**src/rtl/error_monitor.sv**
```systemverilog
// -----------------------------------------------------------------------------
// error_monitor
//
// Watches a raw, asynchronous sensor error flag, brings it into the clk domain
// through a two-flop synchronizer, debounces it and raises a latched alarm once
// the synchronized flag has been high for DEBOUNCE_CYCLES consecutive samples.
// The alarm stays up until it is acknowledged with clear while the
// synchronized flag is low. Every alarm event is counted in a saturating
// 8-bit counter.
//
// Parameters
//   DEBOUNCE_CYCLES  consecutive synchronized-high samples needed to raise
//                    the alarm (legal range 2..15)
//
// Ports
//   clk          in   system clock, rising-edge
//   n_rst        in   asynchronous active-low reset
//   error_in     in   raw sensor error flag, asynchronous to clk
//   clear        in   alarm acknowledge, synchronous, level-sensitive
//   error_sync   out  error_in after the two-flop synchronizer
//   alarm        out  debounced, latched alarm (registered)
//   event_count  out  alarm events since reset, saturating at 255 (registered)
// -----------------------------------------------------------------------------
module error_monitor #(
    parameter int unsigned DEBOUNCE_CYCLES = 4
) (
    input  logic       clk,
    input  logic       n_rst,
    input  logic       error_in,
    input  logic       clear,
    output logic       error_sync,
    output logic       alarm,
    output logic [7:0] event_count
);

    typedef enum logic [1:0] {
        IDLE    = 2'd0,
        CONFIRM = 2'd1,
        ALARM   = 2'd2
    } state_t;

    // dcnt value at which the current sample is the DEBOUNCE_CYCLES-th one
    localparam logic [3:0] DCNT_LAST = 4'(DEBOUNCE_CYCLES - 1);

    // -------------------------------------------------------------------------
    // Synchronizer
    // -------------------------------------------------------------------------
    logic s1_q, s1_d;
    logic s2_q, s2_d;

    always_comb begin
        s1_d = error_in;
        s2_d = s1_q;
    end

    always_ff @(posedge clk or negedge n_rst) begin
        if (!n_rst) begin
            s1_q <= 1'b0;
            s2_q <= 1'b0;
        end else begin
            s1_q <= s1_d;
            s2_q <= s2_d;
        end
    end

    assign error_sync = s2_q;

    // -------------------------------------------------------------------------
    // Debounce FSM
    // -------------------------------------------------------------------------
    state_t     state_q, state_d;
    logic [3:0] dcnt_q, dcnt_d;
    logic       alarm_q, alarm_d;
    logic [7:0] event_count_q, event_count_d;
    logic       raise;

    always_comb begin
        state_d = state_q;
        dcnt_d  = dcnt_q;
        raise   = 1'b0;

        unique case (state_q)
            IDLE: begin
                if (s2_q) begin
                    state_d = CONFIRM;
                    dcnt_d  = 4'd1;
                end else begin
                    dcnt_d  = 4'd0;
                end
            end

            CONFIRM: begin
                if (!s2_q) begin
                    state_d = IDLE;
                    dcnt_d  = 4'd0;
                end else if (dcnt_q == DCNT_LAST) begin
                    state_d = ALARM;
                    dcnt_d  = 4'd0;
                    raise   = 1'b1;
                end else begin
                    dcnt_d  = dcnt_q + 4'd1;
                end
            end

            ALARM: begin
                // Acknowledge only takes effect once the error has gone away,
                // so a still-present error cannot be silenced.
                if (clear && !s2_q) begin
                    state_d = IDLE;
                    dcnt_d  = 4'd0;
                end
            end

            default: begin
                state_d = IDLE;
                dcnt_d  = 4'd0;
            end
        endcase
    end

    // alarm is registered from the next state so it is glitch-free and
    // coincides exactly with the FSM being in ALARM.
    always_comb begin
        alarm_d       = (state_d == ALARM);
        event_count_d = event_count_q;
        if (raise && (event_count_q != 8'hFF)) begin
            event_count_d = event_count_q + 8'd1;
        end
    end

    always_ff @(posedge clk or negedge n_rst) begin
        if (!n_rst) begin
            state_q       <= IDLE;
            dcnt_q        <= 4'd0;
            alarm_q       <= 1'b0;
            event_count_q <= 8'd0;
        end else begin
            state_q       <= state_d;
            dcnt_q        <= dcnt_d;
            alarm_q       <= alarm_d;
            event_count_q <= event_count_d;
        end
    end

    assign alarm       = alarm_q;
    assign event_count = event_count_q;

endmodule

```
**config.mk**
```make
export PLATFORM = sky130hd
export DESIGN_NAME = error_monitor
export DESIGN_NICKNAME = d
export VERILOG_FILES = /design/src/rtl/error_monitor.sv
export SDC_FILE = /design/constraint.sdc
export NUM_CORES = 1
export LEC_CHECK = 0
export CORE_MARGIN = 8
export CORE_UTILIZATION = 50
export DETAILED_ROUTE_END_ITERATION = 16
export PLACE_DENSITY = 0.76
export REMOVE_ABC_BUFFERS = 1
export SETUP_SLACK_MARGIN = 0.4
export SLEW_MARGIN = 0
export SYNTH_ARGS = -nofsm -noshare
export SYNTH_HDL_FRONTEND = slang
export SYNTH_SLANG_ARGS = --single-unit
```
**constraint.sdc**
```tcl
create_clock -name clk -period 2.6 [get_ports clk]
set_clock_uncertainty 0.15 [all_clocks]
set_input_delay 0.78 -clock clk [delete_from_list [all_inputs] [get_ports clk]]
set_output_delay 0.78 -clock clk [all_outputs]
set_load 0.05 [all_outputs]
```
==> run metrics, run 1 <==
status=finished clean; die area=0.00315 mm²; Synth warnings=0; DRT Wirelength=1540 µm; minimum clock period=2.15 ns; final hold viol count=0; Max Cap Violations=0; commonest non-fill, non-tap cells in the layout=17 x dfrtp_1, 5 x nand2_1, 5 x clkbuf_2; CTS sink cnt=17; hold path endpoint=error_sync$_DFF_PN0_; Unique masters post-synth=28; io pins=14; worst reg2reg startpoint=dcnt_q[0]$_DFFE_PN0P_; CP required=1.67 ns; # rows=14; Die Span X=56.1 µm; Slew @ Worst Pin=0.500 ns; f_max=466 MHz; Placed Instance Area=970 µm²; Post-synth top flop=dfrtp_1; crit path max fanout=4; RSZ-0062 raised after global routing=false; non-filler cells, final=104; CTS tree=built; gr ovfl total=0; area of the multi-input gates=368 µm²; DR iter-0 viols=17; Syn Area/Cell=11.7 µm²; Async S/R FF share, synth=100%; dpl cells=100; CP endpoint kind=primary output; DR vias=580; Initial Util=53.4%; WL per Instance=14.8 µm; Seq cells post-synth=17; Area Overhead vs Synth=20.8%; area of the core=0.00151 mm²; largest net degree at the start of global routing=18; gr usage total=10.2%; standby leakage power=0.462 nW; Syn Inst Count=69; vias in the first global route=592; ratio of cells with drive above 1 in the final layout=20.5%; Max Buffers Root-to-Sink=2; Worst R2R End=event_count[7]$_DFFE_PN0P_; Total Nets Final=95; CTS root buf=clkbuf_4; WS Path Type=register to primary output; HP Start=s1_q$_DFF_PN0_; startpoint class of the critical path=register; Die Ht=56.1 µm; htree depth=1; dpl ws=0.367 ns; hold path depth=0; hpwl dp=1180 µm; Rel. slew slack=66.8%; global-route wire length before repair=2650 µm; critical path's top delay family=buffers and inverters; flop2flop setup slack=0.60 ns; fillers=122; CTS clk-pin slew, worst paths=0.09 ns; ant diodes=0; initial antenna violation count=0; ANT nets after route=0; CP cell instances=clkdlybuf4s15_1; power density over the cells=545 mW/mm²; postcts setup bufs=0; Placer Congestion=0.772; Reg area=425 µm²; maximum VDD drop=0.000322 V; critical path depth=1; Final Power=0.530 mW; CTS Buf Count=3; CP max stage cell=clkdlybuf4s15_1; WHS=0.208 ns; DRC=0; Hold Buf Count CTS=0; most common cell after layout, fill and taps aside=dfrtp_1; worst path bufs/invs=1; setup slack after layout=0.453 ns; depth of the worst register-to-register path=5; Crit path largest cell delay=0.53 ns; arrival time worst endpoint=1.22 ns; number of synthesized flops with an enable pin=0; max-slew violations=0; synthesized cell area=805 µm²; Skew-Pair Late Insertion Delay=0.28 ns; Final Cycle Share=82.6%; Design Area, Final=972 µm²; sequential element share of the synthesized area=52.9%; port bufs=13; Setup TNS Final=0 ns; final setup vio count=0; Hold Crit Class=register to register; Util after Layout=64.5%; First-pass DRT Iterations=4; Vias per Instance=5.58
[registers in the layout, indices dropped and copies added (netlist names)]
name         flops
error_sync       1
state_q          2
alarm            1
dcnt_q           4
event_count      8
s1_q             1
[metal layers]
layer	global-route usage (%)	share of wire (%)	vias to the layer above
li1	-	-	289
met1	10.8	44	275
met2	17.4	50	14
met3	3.42	5.7	2
met4	5.15	0.52	0
met5	0	0	-
[area by class of cell]
class / count / area share [%]
clock buffers: 4 / 2.70
flip-flops and latches: 17 / 43.8
repair buffers: 15 / 12.5
inverters: 3 / 1.16
multi-input cells: 49 / 37.8
well taps: 16 / 2.06
[cells by family after synthesis]
family	count (synthesis)	share of synthesized area, %
XOR/XNOR	3	3.27
flip-flops	17	52.9
multiplexers	4	6.06
adder cells (fa/ha/maj)	2	3.11
buffers and inverters	3	1.40
AO/OA/AOI/OAI	13	9.80
AND/OR/NAND/NOR	27	23.5
[worst max-delay path by stage]
| stage | start | end | slack (ns) |
|---|---|---|---|
| floorplan | event_count[0]$_DFFE_PN0P_ | event_count[1]$_DFFE_PN0P_ | 0.68 |
| CTS | event_count[2]$_DFFE_PN0P_ | event_count[2] | 0.32 |
| finish | event_count[5]$_DFFE_PN0P_ | event_count[5] | 0.45 |
| detailed placement | event_count[2]$_DFFE_PN0P_ | event_count[2] | 0.37 |
| global placement | event_count[2]$_DFFE_PN0P_ | event_count[2] | 0.39 |
| global route | event_count[5]$_DFFE_PN0P_ | event_count[5] | 0.40 |
[report_power, final]
part / leakage (nW) / switching (mW) / internal [mW] / total, mW
Combinational: 0.220 / 0.0656 / 0.0294 / 0.0950
Sequential: 0.227 / 0.0182 / 0.280 / 0.298
Clock: 0.0150 / 0.0772 / 0.0595 / 0.137
Total: 0.462 / 0.161 / 0.369 / 0.530
[synthesized netlist by cell type, types with 2 or more instances]
cell      instances  area (µm²)
xnor2_1           2        17.5
nand4_1           4        25.0
nand2_1           5        18.8
a211oi_1          2        15.0
inv_1             3        11.3
nand2b_1          2        12.5
o21ai_1           2        10.0
or2_1             2        12.5
mux2_1            3        33.8
and3_1            2        12.5
dfrtp_1          17         425
a21oi_1           2        10.0
ha_1              2        25.0
nand3_1           4        20.0
o21ai_0           4        20.0
[timing repair]
action                     CTS  global route
pin swaps                    0             0
setup endpoints to repair   10             7
resized for setup           17             9
No activity file was read; power rests on OpenSTA's default activity.
==> run 2, diff against run 1 <==
- clock period: 2.6 -> 2.3 ns (I/O delays scaled with it)
==> run 2 against run 1 <==
  * Clock power grew 17%
  * Via count is 4.5% higher
  * Utilization grew 3.8 points
  * Sequential power up 13%
  * Count of clock-buffer cells in the layout is 1 lower
  * Global-route usage is 0.078 points higher
  * Design area up 5.9%
  * Hold slack improved by 0.0047 ns
  * Die area is the same
  * Non-clock buffer count up 6
  * Critical path type is now register to register
  * Critical endpoint is now event_count[6]$_DFFE_PN0P_
  * Largest cell class unchanged
  * Highest routed layer unchanged
==> run metrics, run 2 (synthesis results as in run 1) <==
Total Nets Final=101; Clk network pwr share=25.9%; max-slew violations=0; CTS Buf Count=3; # rows=14; WHS=0.213 ns; WL per Instance=14.5 µm; fillers=121; dpl cells=100; non-filler cells, final=110; standby leakage power=0.501 nW; Rel. slew slack=83.5%; DR iter-0 viols=9; vias in the first global route=621; share of power burned in combinational logic=19.3%; Setup TNS Final=0 ns; minimum clock period=1.91 ns; Max Cap Violations=0; CP max stage cell=or3b_4; CP required=2.33 ns; Area Overhead vs Synth=28.0%; commonest non-fill, non-tap cells in the layout=18 x buf_4, 15 x dfrtp_1, 5 x nand2_1; Max Buffers Root-to-Sink=2; critical path's top delay family=simple AND/OR/NAND/NOR gates; register share of total power=54.8%; ANT nets after route=0; power density over the cells=599 mW/mm²; ratio of cells with drive above 1 in the final layout=35.1%; final hold viol count=0; htree depth=1; gr usage total=10.3%; CTS root buf=clkbuf_4; maximum VDD drop=0.000393 V; setup slack after layout=0.392 ns; hpwl dp=1100 µm; worst path bufs/invs=0; DR vias=606; Int Power=0.425 mW; dpl ws=0.348 ns; Placer Congestion=0.768; max reg flops=8; Hold Crit Class=register to register; Sw Ratio=31.2%; ant diodes=0; Die Ht=56.1 µm; largest net degree at the start of global routing=18; port bufs=13; RSZ-0062 raised after global routing=true; io pins=14; f_max=524 MHz; final setup vio count=0; DRT Wirelength=1590 µm; DRC=0; CP endpoint kind=register; status=finished clean; area of the multi-input gates=378 µm²; CTS clk-pin slew, worst paths=0.10 ns; area of the core=0.00151 mm²; WS Path Type=register to register; Die Span X=56.1 µm; arrival time worst endpoint=1.94 ns; Final Cycle Share=82.9%; Util after Layout=68.4%; gr ovfl total=0; Net Sw Power=0.192 mW; Reg area=428 µm²; initial antenna violation count=0; most common cell after layout, fill and taps aside=buf_4; CTS sink cnt=17; Skew-Pair Late Insertion Delay=0.29 ns; Initial Util=53.4%; crit path max fanout=5; die area=0.00315 mm²; Crit path largest cell delay=0.42 ns; Slew @ Worst Pin=0.246 ns; Vias per Instance=5.51; CP cell instances=ha_2, or3b_4, nor2_4, nand4_1, mux2_4; CTS tree=built; startpoint class of the critical path=register; First-pass DRT Iterations=4; global-route wire length before repair=2720 µm
==> run 2: final timing paths <==
check | cells after the start | start | slack, ns | endpoint
worst max-delay path | 5 | dcnt_q[1]$_DFFE_PN0P_ | 0.39 | event_count[6]$_DFFE_PN0P_
worst min-delay path | 0 | s1_q$_DFF_PN0_ | 0.21 | error_sync$_DFF_PN0_
worst max register to register | 5 | dcnt_q[1]$_DFFE_PN0P_ | 0.39 | event_count[6]$_DFFE_PN0P_
worst min register to register | 0 | s1_q$_DFF_PN0_ | 0.21 | error_sync$_DFF_PN0_
max in group asynchronous | 2 | n_rst | 1.25 | event_count[2]$_DFFE_PN0P_
min in group asynchronous | 2 | n_rst | 0.56 | event_count[4]$_DFFE_PN0P_
==> run 2: cell type report <==
type | count | share of cell area [%]
Sequential cell | 17 | 41.6
Inverter | 3 | 1.09
Multi-Input combinational cell | 49 | 36.7
Timing Repair Buffer | 21 | 16.0
Clock inverter | 1 | 0.486
Clock buffer | 3 | 2.19
Tap cell | 16 | 1.94
==> run 2: metrics by stage <==
step / cell area [µm²] / power (mW)
5_1_grt: 1030 / 0.644
3_3_place_gp: 945 / 0.454
2_1_floorplan: 805 / 0.414
3_5_place_dp: 945 / 0.458
4_1_cts: 1010 / 0.622
6_report: 1030 / 0.617
==> run 2: per-layer routing <==
metal  share of wire [%]  vias up  track usage [%]
met4                 1.3        0             4.12
met2                  48       17             16.8
met5                   0        -                0
met3                 4.8        4             2.74
met1                  46      286             12.4
li1                    -      299                -
==> run 2: power groups by stage <==
stage          Clock, mW  Combinational, mW  Sequential [mW]
2_1_floorplan          0             0.0287            0.385
3_3_place_gp           0              0.113            0.341
3_5_place_dp           0              0.115            0.343
4_1_cts            0.167              0.118            0.337
5_1_grt            0.176              0.128            0.340
6_report           0.160              0.119            0.338
==> run 2: timing repair <==
| item | in CTS | in global routing |
|---|---|---|
| setup endpoints to repair | 4 | 7 |
| buffers inserted | 5 | 1 |
| hold buffers | 0 | 0 |
| resized for setup | 1 | 4 |
| pin swaps | 2 | 4 |
